`config.mk`:
```
export PLATFORM = sky130hd
export DESIGN_NAME = hazard_fwd_ctrl
export DESIGN_NICKNAME = d
export VERILOG_FILES = /design/src/rtl/hazard_fwd_ctrl.sv
export SDC_FILE = /design/constraint.sdc
export NUM_CORES = 1
export LEC_CHECK = 0
export CAP_MARGIN = 10
export CORE_AREA = 2 2 56 58
export CTS_CLUSTER_SIZE = 16
export DETAILED_ROUTE_END_ITERATION = 10
export DIE_AREA = 0 0 58 60
export PLACE_DENSITY = 0.78
export SYNTH_ARGS = -nofsm -noshare
export SYNTH_HDL_FRONTEND = slang
export SYNTH_SLANG_ARGS = --single-unit
```
`constraint.sdc`:
```
create_clock -name clk -period 2.3 [get_ports clk]
set_input_delay 0.46 -clock clk [delete_from_list [all_inputs] [get_ports clk]]
set_output_delay 0.46 -clock clk [all_outputs]
set_load 0.02 [all_outputs]
```
`src/rtl/hazard_fwd_ctrl.sv`:
```
// Hazard controller for the 5-stage MIPS pipeline: EX/ID operand forwarding,
// load-use and branch stalls, and sequencing of the multicycle EX-stage divider.
module hazard_fwd_ctrl #(
  parameter int DIV_TIMEOUT = 64,
  parameter int CNT_W       = 7
) (
  input  logic       clk,
  input  logic       rst,
  input  logic [4:0] rs_d,
  input  logic [4:0] rt_d,
  input  logic [4:0] rs_e,
  input  logic [4:0] rt_e,
  input  logic [4:0] writereg_e,
  input  logic [4:0] writereg_m,
  input  logic [4:0] writereg_w,
  input  logic       regwrite_e,
  input  logic       regwrite_m,
  input  logic       regwrite_w,
  input  logic       memtoreg_e,
  input  logic       memtoreg_m,
  input  logic       branch_d,
  input  logic       div_e,
  input  logic       div_done,
  output logic [1:0] forwardae,
  output logic [1:0] forwardbe,
  output logic       forwardad,
  output logic       forwardbd,
  output logic       stall_f,
  output logic       stall_d,
  output logic       stall_e,
  output logic       flush_e,
  output logic       div_start,
  output logic       div_busy,
  output logic       div_err
);

  typedef enum logic [1:0] {
    IDLE = 2'd0,
    BUSY = 2'd1,
    DONE = 2'd2
  } div_state_t;

  div_state_t       state_r;
  div_state_t       next_state_s;
  logic [CNT_W-1:0] cnt_r;
  logic             div_err_r;
  logic             div_busy_r;
  logic [1:0]       fwd_ae_s;
  logic [1:0]       fwd_be_s;
  logic             fwd_ad_s;
  logic             fwd_bd_s;
  logic             lwstall_s;
  logic             branchstall_s;
  logic             divstall_s;
  logic             stall_s;
  logic             flush_s;
  logic             start_s;
  logic             set_err_s;
  logic             timeout_s;

  // Register 0 is hard-wired, so a match on it is never a real dependency.
  function automatic logic reg_match(input logic [4:0] src, input logic [4:0] dst,
                                     input logic en);
    return en & (src != 5'd0) & (dst == src);
  endfunction

  // EX-stage operand selects (MEM has priority over WB) and ID compare forwards
  always_comb begin
    fwd_ae_s = 2'b00;
    fwd_be_s = 2'b00;
    if (reg_match(rs_e, writereg_m, regwrite_m)) begin
      fwd_ae_s = 2'b10;
    end else if (reg_match(rs_e, writereg_w, regwrite_w)) begin
      fwd_ae_s = 2'b01;
    end else begin
      fwd_ae_s = 2'b00;
    end
    if (reg_match(rt_e, writereg_m, regwrite_m)) begin
      fwd_be_s = 2'b10;
    end else if (reg_match(rt_e, writereg_w, regwrite_w)) begin
      fwd_be_s = 2'b01;
    end else begin
      fwd_be_s = 2'b00;
    end
    fwd_ad_s = reg_match(rs_d, writereg_m, regwrite_m);
    fwd_bd_s = reg_match(rt_d, writereg_m, regwrite_m);
  end

  // Load-use and branch-in-ID hazard detection
  always_comb begin
    lwstall_s     = reg_match(rs_d, writereg_e, memtoreg_e) |
                    reg_match(rt_d, writereg_e, memtoreg_e);
    branchstall_s = branch_d & (reg_match(rs_d, writereg_e, regwrite_e) |
                                reg_match(rt_d, writereg_e, regwrite_e) |
                                reg_match(rs_d, writereg_m, memtoreg_m) |
                                reg_match(rt_d, writereg_m, memtoreg_m));
  end

  assign timeout_s = (cnt_r == CNT_W'(DIV_TIMEOUT - 1));

  // Divider sequencing: launch from IDLE, wait in BUSY, one-cycle DONE release
  always_comb begin
    next_state_s = state_r;
    start_s      = 1'b0;
    set_err_s    = 1'b0;
    case (state_r)
      IDLE: begin
        if (div_e) begin
          start_s      = 1'b1;
          next_state_s = BUSY;
        end else begin
          next_state_s = IDLE;
        end
      end
      BUSY: begin
        if (div_done) begin
          next_state_s = DONE;
        end else if (timeout_s) begin
          set_err_s    = 1'b1;
          next_state_s = DONE;
        end else begin
          next_state_s = BUSY;
        end
      end
      DONE: begin
        next_state_s = IDLE;
      end
      default: begin
        next_state_s = IDLE;
      end
    endcase
  end

  // Pipeline holds; a held divide in EX must never be replaced by a bubble
  always_comb begin
    divstall_s = ((state_r == IDLE) & div_e) | (state_r == BUSY);
    stall_s    = lwstall_s | branchstall_s | divstall_s;
    flush_s    = (lwstall_s | branchstall_s) & ~divstall_s;
  end

  // Divider state register
  always_ff @(posedge clk or posedge rst) begin
    if (rst) begin
      state_r <= IDLE;
    end else begin
      state_r <= next_state_s;
    end
  end

  // Watchdog counter, cleared on each launch and advanced while BUSY
  always_ff @(posedge clk or posedge rst) begin
    if (rst) begin
      cnt_r <= {CNT_W{1'b0}};
    end else if (start_s) begin
      cnt_r <= {CNT_W{1'b0}};
    end else if (state_r == BUSY) begin
      cnt_r <= cnt_r + CNT_W'(1);
    end else begin
      cnt_r <= cnt_r;
    end
  end

  // Sticky timeout flag and registered busy indication
  always_ff @(posedge clk or posedge rst) begin
    if (rst) begin
      div_err_r  <= 1'b0;
      div_busy_r <= 1'b0;
    end else begin
      div_err_r  <= div_err_r | set_err_s;
      div_busy_r <= (next_state_s != IDLE);
    end
  end

  assign forwardae = fwd_ae_s;
  assign forwardbe = fwd_be_s;
  assign forwardad = fwd_ad_s;
  assign forwardbd = fwd_bd_s;
  assign stall_f   = stall_s;
  assign stall_d   = stall_s;
  assign stall_e   = divstall_s;
  assign flush_e   = flush_s;
  assign div_start = start_s;
  assign div_busy  = div_busy_r;
  assign div_err   = div_err_r;

endmodule

```
==> results of run 1 <==
cells in the mapped netlist (all sizes together), types with 3 or more instances:
master / count
xor2: 12
o21ai: 8
dfrtp: 11
or4: 4
nand2: 9
inv: 4
nor2: 12
o31ai: 3
nand4: 5
nor4: 8
nand3: 8
xnor2: 28
logic make-up (layout without fill, tap and decap cells):
family	count (synthesis)	in the layout	synth area share, %
flip-flops	11	11	25.43
buffers and inverters	6	91	2.427
adder cells (fa/ha/maj)	1	1	1.156
AO/OA/AOI/OAI	17	17	10.06
AND/OR/NAND/NOR	51	51	28.56
XOR/XNOR	40	40	32.37
metrics by stage:
step / worst slack, ns / setup TNS (ns)
CTS: 0.002334 / 0
detailed placement: -0.7472 / -5.917
finish: 0.04256 / 0
global route: -0.01881 / -0.03730
global placement: -0.7197 / -5.478
floorplan: 0.05088 / 0
timing repair:
item	4_1_cts	5_1_grt
setup buffers	2	0
pin swaps	21	14
endpoints found under the hold margin	0	0
gates resized for setup	127	11
setup endpoints to repair	10	8
routing by layer:
metal / vias up / part of all wire, %
li1: 608 / -
met1: 604 / 40
met2: 56 / 52
met3: 8 / 6.6
met4: 0 / 1.3
met5: - / 0
state kept, by name (all words and copies together), names as in the netlist:
name	count
cnt_r	7
div_busy	1
div_err	1
state_r	2
power groups by stage:
stage                     logic [W]  registers (W)  clock network, W
final                      0.000473       0.000258          0.000128
after global routing       0.000517       0.000263          0.000136
after CTS                  0.000470       0.000258          0.000130
after detailed placement   0.000464       0.000261                 0
after global placement     0.000447       0.000258                 0
after floorplan            0.000215       0.000264                 0
final cells by class:
| type | count | area [um^2] |
|---|---|---|
| Timing Repair Buffer | 83 | 689.4 |
| Tap cell | 33 | 41.29 |
| Sequential cell | 11 | 275.3 |
| Inverter | 4 | 15.01 |
| Clock buffer | 4 | 26.28 |
| Multi-Input combinational cell | 109 | 900.9 |
| Fill cell | 226 | 954.7 |
how the worst max path moves through the flow:
stage	startpoint	to	slack (ns)
6_report	rs_e[1]	forwardae[0]	0.04
5_1_grt	rs_d[0]	flush_e	-0.02
4_1_cts	writereg_m[1]	forwardbe[0]	0.002
3_3_place_gp	rs_d[1]	stall_d	-0.72
3_5_place_dp	writereg_m[2]	flush_e	-0.75
2_1_floorplan	rs_d[1]	stall_f	0.05
==> flow_metrics.env, run 1 <==
export IMPL_synth_cell_types=28
export IMPL_via_per_inst=5.230
export IMPL_async_flop_share_pct=100.0
export IMPL_utilization_pct=67.11
export IMPL_cts_max_level=1
export IMPL_clk_latency_ns=0.26
export IMPL_slew_headroom_pct=72.16
export IMPL_hp_start="div_err"
export IMPL_ir_drop_mv=0.4220
export IMPL_yosys_top_cells_area="dfrtp_1 25%, xnor2_1 23%, xor2_1 9.7%"
export IMPL_syn_inst=126
export IMPL_skew_ns=0.004034
export IMPL_die_y_um=60
export IMPL_crit_cells=6
export IMPL_first_pass_iters=4
export IMPL_synth_edf_count=0
export IMPL_postCtsHoldBufs=0
export IMPL_die_area_mm2=0.003480
export IMPL_sw_frac_of_total_pct=38.67
export IMPL_critPathMaxFanout=2
export IMPL_gr_usage_all_layers_pct=20.88
export IMPL_cts_tree="done"
export IMPL_grt_pass1_vias=1277
export IMPL_path_cells="dlygate4sd2_1, or4_4, nor2_4, nor4_4, nor4_2, buf_4"
export IMPL_fin_cells=244
export IMPL_nets=258
export IMPL_p_seq_share_pct=30.1
export IMPL_yosys_warnings=0
export IMPL_critPathCaptureType="output pin"
export IMPL_p_leak_nw=0.8624
export IMPL_rows=20
export IMPL_cp_data_arrival_time_ns=1.80
export IMPL_hold_path_class="reg -> reg"
export IMPL_hold_path_depth=1
export IMPL_grt_pass1_wl_um=5547
export IMPL_period_needed_ns=2.257
export IMPL_yosys_area_top_type="dfrtp_1"
export IMPL_crit_path_start_kind="input pin"
export IMPL_avgSynthCellArea_um2=8.590
export IMPL_yosys_register_bits=11
export IMPL_hpwl_um=2850
export IMPL_grt_ovfl_total=0
export IMPL_drc=0
export IMPL_routedWlPerCell_um=14.14
export IMPL_critPathKind="in -> out"
export IMPL_fin_crit_sh_pct=98.15
export IMPL_vias=1276
export IMPL_syn_area_mm2=0.001082
export IMPL_groute_layer_met1_usage_pct=23.01
export IMPL_timing_hold_ws_ns=0.4720
export IMPL_io_pins=58
export IMPL_routed_wl_um=3450
export IMPL_rr_worst_depth=5
export IMPL_status="finished clean"
export IMPL_place_area_mm2=0.001863
export IMPL_yosys_area_top_type_share_pct=25.43
export IMPL_reg2reg_slack_ns=0.86
export IMPL_cpMaxStageDelayCell="or4_4"
export IMPL_p_int_w=0.0005268
export IMPL_cts_clk_slew_worst_paths_ns=0.06
export IMPL_grt_start_max_net_pins=12
export IMPL_cts_buffer_depth=2
export IMPL_syn_nets=172
export IMPL_ant_nets=0
export IMPL_die_w_um=58
export IMPL_finalHoldViolations=0
export IMPL_cts_root_buf="clkbuf_4"
export IMPL_start_util_pct=37.28
export IMPL_crit_family="simple AND/OR/NAND/NOR gates"
export IMPL_fmax_mhz=443.0
export IMPL_core_mm2=0.002903
export IMPL_worst_pin_slew_ns=0.4171
export IMPL_grt_use_met3_pct=3.030
export IMPL_synth_flop_cell="dfrtp_1"
export IMPL_critical_path_required_ns=1.84
export IMPL_combPwrFrac_pct=55.1
export IMPL_r2r_end="cnt_r[2]"
export IMPL_ys_seq_area_share_pct=25.43
export IMPL_critPathBufInv=2
export IMPL_final_cell_area_mm2=0.001948
export IMPL_cts_inserted_buffers=3
export IMPL_cp_slowest_stage_delay_ns=0.43
export IMPL_clockPowerShare_pct=14.9
export IMPL_p_per_area_mw_per_mm2=440.9
export IMPL_place_inst=238
export IMPL_area_growth_pct=80.00
export IMPL_final_common_cell="buf_4"
export IMPL_design_power_total_w=0.0008590
export IMPL_num_antenna_cells=0
export IMPL_place_gp_congestion=0.9303
export IMPL_met2_usage_pct=41.40
export IMPL_max_cap_violations=0
export IMPL_clock_sinks=11
export IMPL_setup_viol=0
export IMPL_min_delay_worst_endpoint="div_err"
export IMPL_drtIter0Drc=40
export IMPL_drive_gt1_share_pct=35.07
export IMPL_io_buffers=57
export IMPL_antenna_found_initial=0
export IMPL_slew_viol_final=0
export IMPL_top_usage_layer="met2"
export IMPL_reg2reg_from="state_r[1]"
export IMPL_rsz0062_at_grt="true"
export IMPL_power_switching_w=0.0003322
export IMPL_layout_common_cells="28 x buf_4, 26 x xnor2_1, 17 x clkdlybuf4s50_1"
Power figures use the tool's default switching activity.
==> run 2, diff against run 1 <==
==> constraint.sdc (replaced) <==
create_clock -name clk -period 2.3 [get_ports clk]
set_input_delay 0.46 -clock clk [delete_from_list [all_inputs] [get_ports clk]]
set_output_delay 0.46 -clock clk [all_outputs]
set_load 0.005 [all_outputs]
==> run 2 against run 1 <==
  * Flip-flop and latch count did not move
  * Register-to-register slack improved by 0.08 ns
  * Critical path depth rose by 1
  * Worst hold slack got worse by 0.014 ns
  * Count of clock-buffer cells in the layout did not move
  * Clock skew rose by 0.0018 ns
==> flow_metrics.env, run 2 (synthesized netlist as in run 1, its figures left out) <==
export IMPL_status="finished clean"
export IMPL_rows=20
export IMPL_routed_wl_um=3547
export IMPL_rsz0062_at_grt="true"
export IMPL_finalHoldViolations=0
export IMPL_drive_gt1_share_pct=33.65
export IMPL_clock_sinks=11
export IMPL_p_leak_nw=0.8606
export IMPL_worst_slack_ns=0.05564
export IMPL_cts_inserted_buffers=3
export IMPL_final_common_cell="xnor2_1"
export IMPL_antenna_found_initial=0
export IMPL_grt_start_max_net_pins=12
export IMPL_setup_viol=0
export IMPL_period_needed_ns=2.244
export IMPL_die_area_mm2=0.003480
export IMPL_ir_drop_mv=0.3614
export IMPL_p_seq_share_pct=32.1
export IMPL_routedWlPerCell_um=14.54
export IMPL_cp_slowest_stage_delay_ns=0.53
export IMPL_io_pins=58
export IMPL_clk_latency_ns=0.27
export IMPL_critPathCaptureType="output pin"
export IMPL_largest_reg_flops=7
export IMPL_path_common_cell="buf_2"
export IMPL_critPathMaxFanout=3
export IMPL_hpwl_um=2835
export IMPL_core_mm2=0.002903
export IMPL_setup_tns_ns=0
export IMPL_die_y_um=60
export IMPL_layout_common_cells="27 x xnor2_1, 24 x buf_4, 19 x clkdlybuf4s50_1"
export IMPL_place_gp_congestion=0.9401
export IMPL_grt_pass1_wl_um=5747
export IMPL_skew_ns=0.005836
export IMPL_p_int_w=0.0005145
export IMPL_fmax_mhz=445.6
export IMPL_sw_frac_of_total_pct=36.30
export IMPL_critical_path_required_ns=1.84
export IMPL_critPathBufInv=2
export IMPL_num_antenna_cells=0
export IMPL_start_util_pct=37.28
export IMPL_combPwrFrac_pct=51.8
export IMPL_nets=258
export IMPL_design_power_total_w=0.0008077
export IMPL_cp_data_arrival_time_ns=1.78
export IMPL_via_per_inst=5.152
export IMPL_die_w_um=58
export IMPL_grt_pass1_vias=1367
export IMPL_cts_tree="done"
export IMPL_cts_buffer_depth=2
export IMPL_cts_clk_slew_worst_paths_ns=0.07
export IMPL_slew_viol_final=0
export IMPL_io_buffers=57
export IMPL_power_switching_w=0.0002932
export IMPL_worst_pin_slew_ns=0.4159
export IMPL_reg2reg_slack_ns=0.94
export IMPL_cts_max_level=1
export IMPL_top_regs="cnt_r x7, state_r x2"
export IMPL_vias=1257
export IMPL_cts_root_buf="clkbuf_4"
export IMPL_crit_path_start_kind="input pin"
export IMPL_max_flop_register="cnt_r"
export IMPL_cpMaxStageDelayCell="or4_4"
export IMPL_clockPowerShare_pct=16.1
export IMPL_timing_hold_ws_ns=0.4581
export IMPL_drtIter0Drc=52
export IMPL_dpl_worst_slack_ns=-0.6546
export IMPL_hold_path_class="reg -> reg"
export IMPL_first_pass_iters=4
export IMPL_gr_usage_all_layers_pct=21.74
export IMPL_area_growth_pct=79.88
export IMPL_slew_headroom_pct=72.24
export IMPL_grt_ovfl_total=0
export IMPL_drc=0
export IMPL_max_cap_violations=0
export IMPL_postCtsHoldBufs=0
export IMPL_fin_crit_sh_pct=97.58
export IMPL_critPathKind="in -> out"
export IMPL_crit_family="simple AND/OR/NAND/NOR gates"
export IMPL_ant_nets=0
export IMPL_p_per_area_mw_per_mm2=414.9
export IMPL_path_cells="buf_2, or4_4, nor2_4, nor4_4, o211ai_2, nand3_1, buf_2"
## run 2: stage by stage
stage,std cells,util (%),instance area [um^2]
floorplan,126,-,1082
global placement,238,64.18,1863
detailed placement,238,64.18,1863
CTS,244,66.81,1939
global route,244,67.07,1947
finish,244,67.07,1947
## run 2: per-layer routing
metal | wire [um] | vias to the layer above | GRT usage [%]
li1 | - | 614 | -
met1 | 1359 | 567 | 24.44
met2 | 1825 | 63 | 39.29
met3 | 235 | 13 | 3.247
met4 | 127 | 0 | 11.96
met5 | 0 | - | 0
## run 2: layout make-up
cell class / instances / area, um^2
Inverter: 4 / 15.01
Clock buffer: 4 / 26.28
Sequential cell: 11 / 275.3
Tap cell: 33 / 41.29
Fill cell: 236 / 955.9
Multi-Input combinational cell: 109 / 903.4
Timing Repair Buffer: 83 / 685.7
## run 2: power by group through the flow
stage | Clock, W | Combinational [W] | Sequential (W)
final | 0.000130 | 0.000419 | 0.000259
after CTS | 0.000133 | 0.000416 | 0.000259
after global placement | 0 | 0.000407 | 0.000258
after floorplan | 0 | 0.000183 | 0.000256
after global routing | 0.000144 | 0.000462 | 0.000262
after detailed placement | 0 | 0.000424 | 0.000263
## run 2: repair_timing
action,4_1_cts,5_1_grt
buffers inserted,3,0
endpoints found under the setup margin,9,10
pin swaps,22,15
gates cloned,0,0
gates resized for setup,98,17
## run 2: path summary, 6_finish.rpt
kind / from / cells past startpoint / to
max: rt_d[2] / 7 / stall_d
min in group asynchronous: rst / 2 / div_busy
max in group asynchronous: rst / 2 / state_r[1]
min: div_err / 1 / div_err
min reg2reg: div_err / 1 / div_err
max reg2reg: cnt_r[0] / 5 / state_r[0]
## run 2: worst reg2reg max path: stages (launching register included)
cell     delay (ns)
dfrtp_1        0.41
ha_1           0.24
and3_1         0.22
nand3_1        0.11
nor2_1         0.07
o31ai_1        0.20
